File: src/rtl/vc_out_alloc_ctrl_pkg.sv
// Shared definitions for the VC output allocator: width helper, FSM encoding,
// and requester index mapping.
package vc_out_alloc_ctrl_pkg;

    typedef enum logic {
        ST_IDLE   = 1'b0,
        ST_LOCKED = 1'b1
    } state_e;

    // Ceiling log2 with a minimum of one bit so single-entry vectors still index.
    function automatic int unsigned log2_ceil(input int unsigned value);
        int unsigned width;
        width = 1;
        while ((64'd1 << width) < 64'(value)) width++;
        return width;
    endfunction

    // Flattened requester index for a given input port and virtual channel.
    function automatic int unsigned req_index(input int unsigned port,
                                              input int unsigned vc,
                                              input int unsigned num_vc);
        return port * num_vc + vc;
    endfunction

endpackage

File: src/rtl/vc_out_alloc_ctrl_rr_pick_core.sv
// Round-robin first-eligible picker: rotate by token, take the lowest set bit,
// rotate the winner back to an absolute index.
module rr_pick_core #(
    parameter int unsigned N  = 5,
    parameter int unsigned IW = 3
) (
    input  logic [N-1:0]  eligible,
    input  logic [IW-1:0] token,
    output logic [N-1:0]  pick_vec,
    output logic [IW-1:0] pick_idx,
    output logic          pick_any
);

    logic [N-1:0]  rotated;
    logic [IW:0]   src;
    logic [IW:0]   back;
    logic [IW-1:0] offset;
    logic          found;

    // Rotate, priority-select, and rotate back in one combinational pass.
    always_comb begin
        rotated  = '0;
        src      = '0;
        back     = '0;
        offset   = '0;
        found    = 1'b0;
        pick_vec = '0;
        pick_idx = '0;
        pick_any = 1'b0;

        for (int i = 0; i < int'(N); i++) begin
            src = {1'b0, token} + (IW+1)'(i);
            if (src >= (IW+1)'(N)) src = src - (IW+1)'(N);
            rotated[i] = eligible[IW'(src)];
        end

        for (int i = 0; i < int'(N); i++) begin
            if (!found && rotated[i]) begin
                found  = 1'b1;
                offset = IW'(i);
            end
        end

        back = {1'b0, token} + {1'b0, offset};
        if (back >= (IW+1)'(N)) back = back - (IW+1)'(N);
        pick_idx = IW'(back);
        if (found) pick_vec[pick_idx] = 1'b1;
        pick_any = found;
    end

endmodule

File: src/rtl/vc_out_alloc_ctrl.sv
// Output-port VC allocator with wormhole locking and per-VC credit tracking.
// Optional lock watchdog is built when VC_OUT_ALLOC_TIMEOUT_EN is defined.
module vc_out_alloc_ctrl
    import vc_out_alloc_ctrl_pkg::*;
#(
    parameter int unsigned NUM_VC         = 1,
    parameter int unsigned NUM_VN         = 3,
    parameter int unsigned NUM_PORTS      = 5,
    parameter int unsigned CREDITS        = 4,
    parameter int unsigned TIMEOUT_CYCLES = 64
) (
    input  logic                                     clk,
    input  logic                                     rst_p,
    input  logic [NUM_PORTS*NUM_VC-1:0]              req_in,
    input  logic [NUM_PORTS*NUM_VC-1:0]              tail_in,
    input  logic [NUM_VC-1:0]                        credit_inc,
    output logic [NUM_PORTS*NUM_VC-1:0]              grant_vec,
    output logic [log2_ceil(NUM_PORTS*NUM_VC)-1:0]   grant_id,
    output logic                                     grant_valid,
    output logic                                     xfer,
    output logic [NUM_VC-1:0]                        credit_ok,
    output logic                                     timeout_err
);

    localparam int unsigned NUM_REQ = NUM_PORTS * NUM_VC;
    localparam int unsigned ID_W    = log2_ceil(NUM_REQ);
    localparam int unsigned VC_W    = log2_ceil(NUM_VC);
    localparam int unsigned CNT_W   = log2_ceil(CREDITS + 1);

    state_e              state_q, state_d;
    logic [ID_W-1:0]     owner_q, owner_d;
    logic [ID_W-1:0]     token_q, token_d;
    logic [NUM_REQ-1:0]  grant_vec_q, grant_vec_d;
    logic [ID_W-1:0]     grant_id_q, grant_id_d;
    logic                grant_valid_q, grant_valid_d;

    logic [NUM_REQ-1:0]  eligible;
    logic [NUM_REQ-1:0]  pick_vec;
    logic [ID_W-1:0]     pick_idx;
    logic                pick_any;
    logic [ID_W-1:0]     owner_inc;
    logic [VC_W-1:0]     owner_vc;
    logic                timeout_hit;

    // A requester is eligible only if its downstream VC has a free slot.
    for (genvar p = 0; p < int'(NUM_PORTS); p++) begin : g_port
        for (genvar v = 0; v < int'(NUM_VC); v++) begin : g_req
            assign eligible[req_index(p, v, NUM_VC)] =
                req_in[req_index(p, v, NUM_VC)] & credit_ok[v];
        end
    end

    rr_pick_core #(
        .N  (NUM_REQ),
        .IW (ID_W)
    ) u_pick (
        .eligible (eligible),
        .token    (token_q),
        .pick_vec (pick_vec),
        .pick_idx (pick_idx),
        .pick_any (pick_any)
    );

    assign owner_vc  = VC_W'(32'(owner_q) % 32'(NUM_VC));
    assign owner_inc = (owner_q == ID_W'(NUM_REQ - 1)) ? '0 : owner_q + ID_W'(1);
    assign xfer      = grant_valid_q && req_in[owner_q] && credit_ok[owner_vc];

    // Per-VC credit counters: +1 on return, -1 on a flit sent, saturating at CREDITS.
    for (genvar v = 0; v < int'(NUM_VC); v++) begin : g_vc
        logic [CNT_W-1:0] cnt_q;
        logic             dec;

        assign dec          = xfer && (owner_vc == VC_W'(v));
        assign credit_ok[v] = (cnt_q != '0);

        // Credit count update; simultaneous return and send cancel out.
        always_ff @(posedge clk or posedge rst_p) begin
            if (rst_p) begin
                cnt_q <= CNT_W'(CREDITS);
            end else if (credit_inc[v] && !dec) begin
                if (cnt_q != CNT_W'(CREDITS)) cnt_q <= cnt_q + CNT_W'(1);
            end else if (!credit_inc[v] && dec) begin
                cnt_q <= cnt_q - CNT_W'(1);
            end
        end
    end

    // Arbitrate in IDLE; hold the wormhole lock until the tail moves or the watchdog fires.
    always_comb begin
        state_d       = state_q;
        owner_d       = owner_q;
        token_d       = token_q;
        grant_vec_d   = grant_vec_q;
        grant_id_d    = grant_id_q;
        grant_valid_d = grant_valid_q;

        case (state_q)
            ST_IDLE: begin
                if (pick_any) begin
                    state_d       = ST_LOCKED;
                    owner_d       = pick_idx;
                    grant_vec_d   = pick_vec;
                    grant_id_d    = pick_idx;
                    grant_valid_d = 1'b1;
                end
            end
            ST_LOCKED: begin
                if ((xfer && tail_in[owner_q]) || timeout_hit) begin
                    state_d       = ST_IDLE;
                    token_d       = owner_inc;
                    grant_vec_d   = '0;
                    grant_id_d    = '0;
                    grant_valid_d = 1'b0;
                end
            end
            default: begin
                state_d       = ST_IDLE;
                grant_vec_d   = '0;
                grant_id_d    = '0;
                grant_valid_d = 1'b0;
            end
        endcase
    end

    // FSM, ownership and grant output registers.
    always_ff @(posedge clk or posedge rst_p) begin
        if (rst_p) begin
            state_q       <= ST_IDLE;
            owner_q       <= '0;
            token_q       <= '0;
            grant_vec_q   <= '0;
            grant_id_q    <= '0;
            grant_valid_q <= 1'b0;
        end else begin
            state_q       <= state_d;
            owner_q       <= owner_d;
            token_q       <= token_d;
            grant_vec_q   <= grant_vec_d;
            grant_id_q    <= grant_id_d;
            grant_valid_q <= grant_valid_d;
        end
    end

    assign grant_vec   = grant_vec_q;
    assign grant_id    = grant_id_q;
    assign grant_valid = grant_valid_q;

`ifdef VC_OUT_ALLOC_TIMEOUT_EN
    localparam int unsigned WD_W = log2_ceil(TIMEOUT_CYCLES + 1);

    logic [WD_W-1:0] wd_q;
    logic            timeout_err_q;
    logic            unused_cfg;

    assign unused_cfg  = ^{32'(NUM_VN)};
    assign timeout_hit = grant_valid_q && !xfer && (wd_q == WD_W'(TIMEOUT_CYCLES - 1));

    // Count stalled locked cycles; fire a one-cycle error when the limit is reached.
    always_ff @(posedge clk or posedge rst_p) begin
        if (rst_p) begin
            wd_q          <= '0;
            timeout_err_q <= 1'b0;
        end else begin
            timeout_err_q <= timeout_hit;
            if (!grant_valid_q || xfer || timeout_hit) wd_q <= '0;
            else                                        wd_q <= wd_q + WD_W'(1);
        end
    end

    assign timeout_err = timeout_err_q;
`else
    logic unused_cfg;

    assign unused_cfg  = ^{32'(NUM_VN), 32'(TIMEOUT_CYCLES)};
    assign timeout_hit = 1'b0;
    assign timeout_err = 1'b0;
`endif

endmodule

File: config.mk
export PLATFORM = sky130hd
export DESIGN_NAME = vc_out_alloc_ctrl
export DESIGN_NICKNAME = d
export VERILOG_FILES = /design/src/rtl/vc_out_alloc_ctrl_pkg.sv /design/src/rtl/vc_out_alloc_ctrl_rr_pick_core.sv /design/src/rtl/vc_out_alloc_ctrl.sv
export SDC_FILE = /design/constraint.sdc
export NUM_CORES = 1
export LEC_CHECK = 0
export BUFFER_PORTS_ARGS = -buffer_cell sky130_fd_sc_hd__buf_2
export CORE_MARGIN = 4
export CORE_UTILIZATION = 42
export DETAILED_ROUTE_END_ITERATION = 12
export PLACE_DENSITY = 0.59
export SYNTH_ARGS = -nofsm -noshare
export SYNTH_HDL_FRONTEND = slang
export SYNTH_SLANG_ARGS = --single-unit
File: constraint.sdc
create_clock -name clk -period 10.9 [get_ports clk]
set_clock_uncertainty 0.05 [all_clocks]
set_input_delay 2.18 -clock clk [delete_from_list [all_inputs] [get_ports clk]]
set_output_delay 2.18 -clock clk [all_outputs]
set_load 0.01 [all_outputs]
* After elaboration in Yosys (flattened, before gate mapping)
Cells that the tools add are included.
** Storage, ports and cells
- Bits in registers :: 19
- Bits of input ports :: 13
- Output and inout bits :: 12
- Word-level logic and storage cells :: 115
** Cells by class
- Add/sub/neg operators :: 14
- $lt $le $gt $ge :: 14
- Eq/ne operators :: 5
- Mux-type cells :: 47
- Bitwise logic cells :: 6
- Reduce and logical (&&, ||, !) cells :: 22
** Operators by type and width (count)
- two-way mux 3 bit :: 13
- less-than comparator 3 x 4 -> 1 bit (second input constant) :: 7
- binary-select mux 1 bit (select 3 bit) :: 7
- greater-or-equal comparator 4 x 3 -> 1 bit (second input constant) :: 5
- two-way mux 1 bit :: 18
- subtractor 3 bit (second input constant) :: 6
- logical AND 1 bit :: 10
- two-way mux 5 bit :: 2
- one-hot mux 5 bit (2 select lines) :: 1
- adder 3 x 2 -> 4 bit (second input constant) :: 2
- AND reduction 2 bit :: 4
- adder 3 x 1 -> 3 bit (second input constant) :: 2
- logical NOT 1 bit :: 6
- one-hot mux 3 bit (2 select lines) :: 1
- bitwise AND 1 bit :: 5
- adder 3 x 1 -> 4 bit (second input constant) :: 1
- adder 3 x 3 -> 4 bit :: 1
- adder 3 x 3 -> 4 bit (second input constant) :: 1
- two-way mux 2 bit :: 2
- inequality test 2 x 1 -> 1 bit (second input constant) :: 2
- one-hot mux 1 bit (2 select lines) :: 2
- demux 1 bit (select 3 bit) :: 1
- equality test 3 bit (second input constant) :: 1
- greater-or-equal comparator 3 x 1 -> 1 bit (second input constant) :: 1
- other kinds (7) :: 7

* Depth between registers and ports, before layout
Gate-level depths: netlist of the first run.
- Depth in word-level cells :: 26
- Depth in mapped cells :: 23
- Depth with buffers taken out :: 21

* By module
Synthesis of the first run repeated with hierarchy kept, for this count alone.
** Second synthesis, totals
- Cell total of the unflattened synthesis :: 288
- Area total of the unflattened synthesis :: 2433.6 um2
** By module, submodules not included
- rr_pick_core :: times used 1, cells an instance 168, area an instance 1261.2 um2, sequential area each 0.0 um2
- vc_out_alloc_ctrl :: times used 1, cells an instance 120, area an instance 1172.4 um2, sequential area each 476.7 um2

* Worst setup path after synthesis of the first run
OpenSTA, ideal clock, no wires.
- Path kind :: input -> register
- Start point :: input req_in[3]
- End point :: register grant_vec_q[1] (netlist: grant_vec[1])
- Library setup time :: 0.124 ns
- Arrival :: 5.636 ns
- Required time :: 10.726 ns
- Path slack :: 5.090 ns
- Cell stages on the path :: 17
- Buffers on the path :: 1
- Path through :: clkbuf_1 -> mux2i_1 -> mux2i_1 -> nor3_2 -> or4_1 -> a21boi_0 -> ha_1 -> inv_1 -> fa_1 -> ha_1 -> nand2b_1 -> a221o_1 -> a221o_1 -> xnor2_1 -> nor2_1 -> nand2_1 -> mux2i_1
** On the way
- Cells in the longest elaborated chain, start to end :: 25
- Elaborated cells on any way between the ends :: 47
- Those cells by class :: 2 x add/sub; 3 x order compare; 2 x eq/ne; 26 x mux; 1 x bitwise; 13 x reduce/logical
** RTL lines
- start, declared :: RTL line vc_out_alloc_ctrl.sv:14 : input logic [NUM_PORTS*NUM_VC-1:0] req_in,
- bitwise AND 1 bit :: RTL line vc_out_alloc_ctrl.sv:49 : req_in[req_index(p, v, NUM_VC)] & credit_ok[v];
- binary-select mux 1 bit (select 3 bit) :: RTL line vc_out_alloc_ctrl_rr_pick_core.sv:34 : rotated[i] = eligible[IW'(src)];
- two-way mux 1 bit (not written as such) :: RTL line vc_out_alloc_ctrl_rr_pick_core.sv:34
- two-way mux 1 bit :: RTL line vc_out_alloc_ctrl_rr_pick_core.sv:38 : if (!found && rotated[i]) begin
- logical NOT 1 bit :: RTL line vc_out_alloc_ctrl_rr_pick_core.sv:38
- logical AND 1 bit :: RTL line vc_out_alloc_ctrl_rr_pick_core.sv:38
- two-way mux 1 bit :: RTL line vc_out_alloc_ctrl_rr_pick_core.sv:38
- logical NOT 1 bit :: RTL line vc_out_alloc_ctrl_rr_pick_core.sv:38
- (+9 left out)
- greater-or-equal comparator 4 x 3 -> 1 bit or subtractor 3 bit (tied branches) :: RTL line vc_out_alloc_ctrl_rr_pick_core.sv:45 : if (back >= (IW+1)'(N)) back = back - (IW+1)'(N);
- two-way mux 3 bit :: RTL line vc_out_alloc_ctrl_rr_pick_core.sv:45
- less-than comparator 3 x 4 -> 1 bit (not written as such) or greater-or-equal comparator 3 x 1 -> 1 bit (tied branches) :: RTL line vc_out_alloc_ctrl_rr_pick_core.sv:47 : if (found) pick_vec[pick_idx] = 1'b1;
- logical AND 1 bit (not written as such) :: RTL line vc_out_alloc_ctrl_rr_pick_core.sv:47
- two-way mux 1 bit (not written as such) :: RTL line vc_out_alloc_ctrl_rr_pick_core.sv:47
- demux 1 bit (select 3 bit)
- two-way mux 5 bit :: RTL line vc_out_alloc_ctrl.sv:99 : if (pick_any) begin
- one-hot mux 5 bit (2 select lines) :: RTL line vc_out_alloc_ctrl.sv:97 : case (state_q)
- end signal, assigned :: RTL line vc_out_alloc_ctrl.sv:138 : grant_vec_q <= grant_vec_d;
- end, declared :: RTL line vc_out_alloc_ctrl.sv:33 : logic [NUM_REQ-1:0] grant_vec_q, grant_vec_d;
Several ways; a longest one is shown, not always the timed one. The select of a mux whose other input is x is not followed.
A chain may end at the register's enable or synchronous reset.

* Worst setup path after layout of the first run
- Start point :: register token_q[0]
- End point :: register grant_vec_q[3] (netlist: grant_vec[3])
** On the way
- Cells in the longest elaborated chain, start to end :: 26
- Elaborated cells on any way between the ends :: 59
- Those cells by class :: 11 x add/sub; 8 x order compare; 1 x eq/ne; 29 x mux; 10 x reduce/logical
** RTL lines
- start, declared :: RTL line vc_out_alloc_ctrl.sv:32 : logic [ID_W-1:0] token_q, token_d;
- start signal, assigned :: RTL line vc_out_alloc_ctrl.sv:137 : token_q <= token_d;
- branches (longest 26 deep; another with adder 3 x 1 -> 4 bit)
Parallel ways; which one is timed is not known. The select of a mux whose other input is x is not followed.

==> results of run 1 <==
==> stage by stage <==
step	hold slack (ns)	cells	util [%]	worst slack, ns
3_5_place_dp	0.462	343	45.9	4.78
2_1_floorplan	0.456	265	-	5.09
4_1_cts	0.478	347	46.8	4.88
6_report	0.472	347	46.8	4.78
3_3_place_gp	0.457	343	45.9	4.87
5_1_grt	0.501	347	46.8	4.42
==> cell type report <==
type,instances,share of cell area (%)
timing repair buffer,24,5.13
sequential,19,20.0
clock buffer,3,1.73
multi-input combinational,209,66.0
tap,70,3.67
clock inverter,1,0.210
inverter,21,3.30
==> cells in the final DEF (no fill, tap or decap), types with 2 or more instances in the layout <==
cell type,n
clkbuf_8,3
mux2_2,3
xnor2_1,6
nor3_1,6
ha_1,15
a21boi_0,2
o21a_1,2
nand2_1,32
o2111ai_1,3
inv_2,3
a21oi_2,2
buf_2,23
o21ai_0,10
nor2_1,10
nand3_1,6
o21ai_1,2
o32a_1,2
mux2i_1,27
o211ai_1,7
fa_1,3
or4_1,2
nand2b_1,5
nor3b_1,2
a21o_1,5
a21oi_1,12
a221o_1,2
inv_1,18
mux2_1,3
nor2b_1,5
o22ai_1,4
o21bai_1,2
dfrtp_1,18
a211o_1,3
a211oi_1,5
==> kinds of logic after synthesis <==
| family | after synthesis | synth area share, % |
|---|---|---|
| adder cells (fa/ha/maj) | 18 | 11.1 |
| AND/OR/NAND/NOR | 75 | 16.8 |
| XOR/XNOR | 6 | 2.36 |
| buffers and inverters | 37 | 7.76 |
| AO/OA/AOI/OAI | 75 | 24.6 |
| multiplexers | 34 | 15.9 |
| flip-flops | 19 | 21.4 |
| other | 1 | 0.168 |
==> how the worst min path moves through the flow <==
stage | slack [ns] | from | to
after floorplan | 0.46 | state_q$_DFF_PP0_ | state_q$_DFF_PP0_
after global placement | 0.46 | grant_valid$_DFFE_PP0P_ | grant_valid$_DFFE_PP0P_
after detailed placement | 0.46 | grant_vec[2]$_DFFE_PP0P_ | grant_vec[2]$_DFFE_PP0P_
after CTS | 0.48 | grant_vec[2]$_DFFE_PP0P_ | grant_vec[2]$_DFFE_PP0P_
after global routing | 0.50 | grant_id[1]$_DFFE_PP0P_ | grant_id[1]$_DFFE_PP0P_
final | 0.47 | grant_valid$_DFFE_PP0P_ | grant_valid$_DFFE_PP0P_
==> metal layers <==
metal  wire length (um)  global-route usage, %  part of all wire [%]
met5                  0                      0                     0
met4                 76                   3.21                   1.4
met3                316                   3.88                   6.0
met2               2510                   28.6                    47
met1               2400                   24.0                    45
==> registers in the layout, indices dropped and copies added, names as in the netlist <==
register,cells
grant_vec,5
g_vc.cnt_q,3
grant_id,3
owner_q,3
token_q,3
grant_valid,1
state_q,1
==> results.cfg, run 1 <==
[clock_network]
clockRootBuffer = clkbuf_8
hold_buffers = 0
cts-resized-gates = 0
cts_made_buffers = 3
clkTransAtPathRegs_ns = 0.08
htree_levels = 1
postCtsSetupBuffers = 0
cts_sinks = 19
clk_latency_ns = 0.26
cts_tree = done
cts_buffer_depth = 2

[worst_setup_path]
worstPathMaxFanout = 21
path_buf_inv = 2
critical_path_class = flop to flop
worstSetupStartpointType = flop
timing.rr.end = grant_vec[3]$_DFFE_PP0P_
critical_path.top_delay_family = compound AO/OA/AOI/OAI gates
r2r_cells = 20
rrSetupSlack_ns = 4.78
r2r_start = token_q[0]$_DFFE_PP0P_
critPathRequiredTime_ns = 10.95
cp_cell_sequence = inv_2 > ha_1 > ha_1 > a21oi_2 > mux2_1 > a221oi_1 > o21ai_1 > nand2_1 > a21boi_0 > ha_1 > inv_1 > fa_1 > ha_1 > nand2b_1 > a221o_1 > a221o_1 > xnor2_1 > nor2_1 > nand2_1 > mux2i_1
endpoint_kind = flop
startpoint = token_q[0]$_DFFE_PP0P_
crit_cells = 20
crit_path_max_incr_delay_ns = 0.89
cp-endpoint = grant_vec[3]$_DFFE_PP0P_
crit_slowest_cell = dfrtp_1
cpMostUsedCell = ha_1
arrival_ns = 6.17

[place]
io_buffer_count = 23
placed_cell_area_um2 = 2340
dp_hpwl_um = 3950
place.gp.congestion = 0.837

[synth]
yosysSeqAreaShare_pct = 21.4
synthFlopType = dfrtp_1
synth.distinct_cells = 59
synth_top_cell_area_share_pct = 20.2
synth_largest_area_cell = dfrtp_1
ys_ff_latch = 19
netlist_top_cells_count = nand2_1 (32), mux2i_1 (27), dfrtp_1 (18), inv_1 (18), ha_1 (15)
synthCells = 265
post_synth.cell_area_avg_um2 = 8.40
synth.area.top_cells = dfrtp_1 (20%), mux2i_1 (12%), ha_1 (8.4%)
synth_most_common_cell = nand2_1
synth_area_um2 = 2230
synth_edf_count = 0
yosysWarningCount = 0
ys_async_sr_fraction_pct = 100
synthesis.nets = 296

[global_routing]
grt_pass1_vias = 1921
antenna_found_initial = 0
grt_max_degree = 22
grt-ovfl-total = 0
grtUsageTotal_pct = 17.5
grt_pass1_wl_um = 9280

[floorplan]
die_h_um = 80.8
rows = 26
coreArea_um2 = 5110
die_area_um2 = 6530
fp.dieW_um = 80.8
pin_count = 25
start_util_pct = 43.6

[drt]
drc_errors = 0
num_vias = 1982
wl_per_cell_um = 15.3
drt_iter0_drc = 203
vias_per_cell = 5.71
wl_um = 5300
dr.pass1.iters = 4
drtAntennaViolNets = 0

[worst_hold_path]
hold_depth = 1
hp-class = flop to flop

[cells_and_area]
design_area_um2 = 2390
fill_cells = 516
drive_gt1_share_pct = 15.9
diodes = 0
nets = 309
regArea_um2 = 477
area_growth_pct = 7.31
multi_input_area_um2 = 1580

[sta]
finalSetupViolations = 0
fin_setup_tns_ns = 0
fin_crit_sh_pct = 56.2
tightest_slew_ns = 0.836
finalHoldViolCount = 0
max_slew_margin_pct = 44.3
rsz0062_at_grt = false
final-max-slew-violation-count = 0
fmax_ghz = 0.163
min_period_ns = 6.12

[flow_run]
timing.max_cap.violations = 0

[run_status]
status = completed
Power of run 1 is not shown: default switching activity piles up to over one toggle a cycle in this logic, so the estimate is an artifact.
==> run 2, diff against run 1 <==
--- a/config.mk
+++ b/config.mk
@@ -9,7 +9,7 @@
 export CORE_MARGIN = 4
 export CORE_UTILIZATION = 42
 export DETAILED_ROUTE_END_ITERATION = 12
-export PLACE_DENSITY = 0.59
+export PLACE_DENSITY = 0.62
 export SYNTH_ARGS = -nofsm -noshare
 export SYNTH_HDL_FRONTEND = slang
 export SYNTH_SLANG_ARGS = --single-unit
==> constraint.sdc (replaced) <==
create_clock -name clk -period 5 [get_ports clk]
set_clock_uncertainty 0.05 [all_clocks]
set_input_delay 1 -clock clk [delete_from_list [all_inputs] [get_ports clk]]
set_output_delay 1 -clock clk [all_outputs]
set_load 0.01 [all_outputs]
==> run 2 against run 1 <==
Clock-buffer cell count is the same. Via count grew 3.3%. Flip-flop and latch count is the same. Utilization grew 5.0 points. Largest cell class unchanged.
==> results.cfg, run 2 (same netlist as run 1, synthesis figures left out) <==
[run_status]
status = completed

[global_routing]
grt-ovfl-total = 0
grt_max_degree = 20
antenna_found_initial = 0
grt_pass1_vias = 1990
grtUsageTotal_pct = 17.7
grt_pass1_wl_um = 9280

[worst_setup_path]
worstSetupStartpointType = flop
critical_path_class = flop to flop
arrival_ns = 4.90
critPathRequiredTime_ns = 5.13
endpoint_kind = flop
rrSetupSlack_ns = 0.23
worstPathMaxFanout = 11

[sta]
finalSetupViolations = 0
finalHoldViolCount = 0
hold_ws_ns = 0.468
fmax_ghz = 0.210
min_period_ns = 4.77
fin_crit_sh_pct = 95.4
fin_setup_tns_ns = 0
max_slew_margin_pct = 24.8
final-max-slew-violation-count = 0
tightest_slew_ns = 1.13

[clock_network]
clkTransAtPathRegs_ns = 0.08
clockRootBuffer = clkbuf_8
cts_buffer_depth = 2
cts_tree = done
cts_made_buffers = 3
htree_levels = 1
hold_buffers = 0
clk_latency_ns = 0.26
cts_sinks = 19

[floorplan]
rows = 26
die_area_um2 = 6530
pin_count = 25
fp.dieW_um = 80.8
coreArea_um2 = 5110
die_h_um = 80.8
start_util_pct = 43.6

[cells_and_area]
final_common_cell = nand2_1
diodes = 0
largest_reg_flops = 5
area_growth_pct = 18.9
design_area_um2 = 2650
drive_gt1_share_pct = 26.9
layout_common_cells = nand2_1 (32), mux2i_1 (27), buf_4 (25), buf_2 (23), inv_1 (18)
nets = 333
fin_util_pct = 51.8
fill_cells = 520

[drt]
num_vias = 2047
wl_um = 5460
vias_per_cell = 5.52
dr.pass1.iters = 4
drc_errors = 0
drt_iter0_drc = 98
wl_per_cell_um = 14.7
drtAntennaViolNets = 0

[place]
placed_cell_area_um2 = 2480
io_buffer_count = 23
dp_hpwl_um = 4070
place.gp.congestion = 0.811

[flow_run]
timing.max_cap.violations = 0

[worst_hold_path]
hp-class = flop to flop
-- run 2: stage by stage --
| stage | worst slack (ns) | std cells |
|---|---|---|
| detailed placement | -0.0378 | 361 |
| global route | -0.0384 | 371 |
| finish | 0.232 | 371 |
| CTS | 0.0433 | 365 |
| global placement | 0.0259 | 361 |
| floorplan | 0.0454 | 265 |
-- run 2: final cells by class --
cell class | instances | area [um2] | share of cell area (%)
clock buffer | 3 | 41.3 | 1.56
clock inverter | 1 | 7.51 | 0.284
inverter | 21 | 81.3 | 3.07
multi-input combinational | 209 | 1650 | 62.3
sequential | 19 | 478 | 18.1
tap | 70 | 87.6 | 3.31
timing repair buffer | 48 | 303 | 11.4
-- run 2: per-layer routing --
layer,part of all wire (%),GRT usage [%],vias up
met4,0.77,4.73,0
met5,0,0,-
li1,-,-,1037
met2,50,30.2,25
met3,1.8,2.00,4
met1,47,23.5,981
-- run 2: path summary, 6_finish.rpt --
| kind | from | cells after the start | end |
|---|---|---|---|
| max | token_q[0]$_DFFE_PP0P_ | 20 | grant_vec[1]$_DFFE_PP0P_ |
| min | grant_valid$_DFFE_PP0P_ | 1 | grant_valid$_DFFE_PP0P_ |
| max reg2reg | token_q[0]$_DFFE_PP0P_ | 20 | grant_vec[1]$_DFFE_PP0P_ |
| min reg2reg | grant_valid$_DFFE_PP0P_ | 1 | grant_valid$_DFFE_PP0P_ |
| max in group asynchronous | rst_p | 2 | token_q[2]$_DFFE_PP0P_ |
| min in group asynchronous | rst_p | 2 | g_vc[0].cnt_q[0]$_DFFE_PP0P_ |
-- run 2: critical path, stage by stage, from the launching register on --
cell	delay [ns]
dfrtp_1	0.41
buf_4	0.21
ha_1	0.28
and3b_1	0.24
o31ai_4	0.22
xnor2_2	0.17
mux2_2	0.38
o211ai_1	0.09
nand2_1	0.11
a21boi_1	0.16
ha_2	0.20
inv_1	0.05
fa_2	0.46
ha_1	0.22
nand2b_1	0.15
a221o_1	0.32
a221o_2	0.42
xnor2_2	0.17
nor2_1	0.14
nand2_1	0.07
mux2i_1	0.15
-- run 2: timing repair --
action,in CTS,in global routing
resized for setup,1,17
setup buffers,0,6
gates cloned,0,0
setup endpoints to repair,4,9
hold endpoints to repair,0,0
pin swaps,0,7
Power of run 2 is left out for the same reason.
==> run 3, diff against run 2 <==
--- a/config.mk
+++ b/config.mk
@@ -7,9 +7,11 @@
 export LEC_CHECK = 0
 export BUFFER_PORTS_ARGS = -buffer_cell sky130_fd_sc_hd__buf_2
 export CORE_MARGIN = 4
-export CORE_UTILIZATION = 42
+export CORE_UTILIZATION = 55
+export CTS_BUF_LIST = sky130_fd_sc_hd__clkbuf_8
 export DETAILED_ROUTE_END_ITERATION = 12
-export PLACE_DENSITY = 0.62
+export GPL_TIMING_DRIVEN = 0
+export PLACE_DENSITY = 0.78
 export SYNTH_ARGS = -nofsm -noshare
 export SYNTH_HDL_FRONTEND = slang
 export SYNTH_SLANG_ARGS = --single-unit
==> run 3 against run 2 <==
Critical path depth is the same. Utilization up 22 points. Critical path type unchanged. Largest cell class unchanged. Maximum frequency shrank 3.4%. Non-clock buffer count increased by 10. Cell area is 5.8% higher. Sequential share of layout area is 0.90 points lower. Highest routed layer unchanged. Global-route usage grew 5.4 points. Die area shrank 21%.
==> results.cfg, run 3 (same netlist as run 1, synthesis figures left out) <==
[floorplan]
die_h_um = 71.6
die_area_um2 = 5130
pin_count = 25
coreArea_um2 = 3770
start_util_pct = 59.0
fp.dieW_um = 71.6
rows = 22

[global_routing]
grt_max_degree = 20
grt_pass1_wl_um = 9680
grt-ovfl-total = 0
grtUsageTotal_pct = 23.0
grt_pass1_vias = 2062
antenna_found_initial = 0

[cells_and_area]
fin_util_pct = 74.3
drive_gt1_share_pct = 31.5
nets = 343
layout_common_cells = nand2_1 (32), mux2i_1 (27), buf_2 (24), buf_4 (24), inv_1 (17)
diodes = 0
final_common_cell = nand2_1
area_growth_pct = 25.8
largest_reg_flops = 5
finalNonFillerCells = 359

[worst_setup_path]
crit_slowest_cell = fa_2
endpoint_kind = flop
path_buf_inv = 4
arrival_ns = 5.02
cp_cell_sequence = buf_4 > ha_1 > buf_6 > and3b_1 > o31ai_2 > xnor2_1 > mux2_2 > o211ai_1 > nand2_1 > a21boi_1 > ha_2 > inv_1 > fa_2 > ha_4 > nand2b_4 > a221o_1 > a221o_1 > xnor2_2 > buf_4 > mux2i_1
crit_path_max_incr_delay_ns = 0.64
worstPathMaxFanout = 8
worstSetupStartpointType = flop
critical_path_class = flop to flop
critPathRequiredTime_ns = 5.09
critical_path.top_delay_family = compound AO/OA/AOI/OAI gates

[worst_hold_path]
hp-class = flop to flop

[clock_network]
cts_tree = done
htree_levels = 1
clkTransAtPathRegs_ns = 0.08
cts_made_buffers = 3
cts_sinks = 19
clockRootBuffer = clkbuf_8
cts_buffer_depth = 2
clk_latency_ns = 0.26
hold_buffers = 0

[sta]
fmax_ghz = 0.203
fin_crit_sh_pct = 98.7
finalHoldViolCount = 0
min_period_ns = 4.93
max_slew_margin_pct = 51.8
tightest_slew_ns = 0.722
final-max-slew-violation-count = 0
finalSetupViolations = 0

[drt]
dr.pass1.iters = 4
drc_errors = 0
wl_per_cell_um = 17.4
drt_iter0_drc = 243
wl_um = 6240
vias_per_cell = 6.17
drtAntennaViolNets = 0
num_vias = 2215

[place]
place.gp.congestion = 0.922
io_buffer_count = 20
dp_hpwl_um = 3940
dpl.cell_count = 333

[run_status]
status = completed

[flow_run]
timing.max_cap.violations = 0
run 3: changes by cell type in the layout (fill, tap and decap cells not counted), sizes merged:
cell	previous run	this run
buf	48	53
clkbuf	3	8
clkinv	0	1
inv	21	20
run 3: final cells by class:
cell class,count,area (um2)
Timing Repair Buffer,43,273
Clock buffer,3,41.3
Buffer,15,110
Inverter,21,87.6
Sequential cell,19,480
Tap cell,48,60.1
Fill cell,266,971
Multi-Input combinational cell,209,1740
Clock inverter,1,5.00
run 3: per-layer routing:
metal / GRT usage (%) / vias up / routed length [um]
met5: 0 / - / 0
met4: 5.64 / 0 / 119
met3: 2.66 / 18 / 371
met2: 39.2 / 84 / 3010
met1: 31.1 / 1059 / 2730
li1: - / 1054 / -
run 3: through the flow:
step / worst slack, ns / setup TNS, ns / cell area [um2] / hold slack, ns
after CTS: 0.00558 / 0 / 2570 / 0.463
after detailed placement: -0.743 / -5.42 / 2390 / 0.449
after global placement: -0.645 / -4.65 / 2390 / 0.441
final: 0.0657 / 0 / 2800 / 0.461
after floorplan: 0.0454 / 0 / 2230 / 0.456
after global routing: -0.0974 / -0.699 / 2800 / 0.497
run 3: worst paths after layout:
path | startpoint | endpoint | slack [ns] | depth (start not counted)
max | token_q[1]$_DFFE_PP0P_ | grant_id[0]$_DFFE_PP0P_ | 0.07 | 20
min reg2reg | grant_valid$_DFFE_PP0P_ | grant_valid$_DFFE_PP0P_ | 0.46 | 1
max in group asynchronous | rst_p | token_q[2]$_DFFE_PP0P_ | 3.60 | 2
min in group asynchronous | rst_p | token_q[0]$_DFFE_PP0P_ | 0.80 | 2
max reg2reg | token_q[1]$_DFFE_PP0P_ | grant_id[0]$_DFFE_PP0P_ | 0.07 | 20
min | grant_valid$_DFFE_PP0P_ | grant_valid$_DFFE_PP0P_ | 0.46 | 1
run 3: what timing repair did:
item / CTS / global route
buffers inserted: 9 / 14
gates resized for setup: 22 / 24
cloned: 0 / 0
endpoints found under the setup margin: 9 / 9
pin swaps: 7 / 17
Power of run 3 is left out for the same reason.
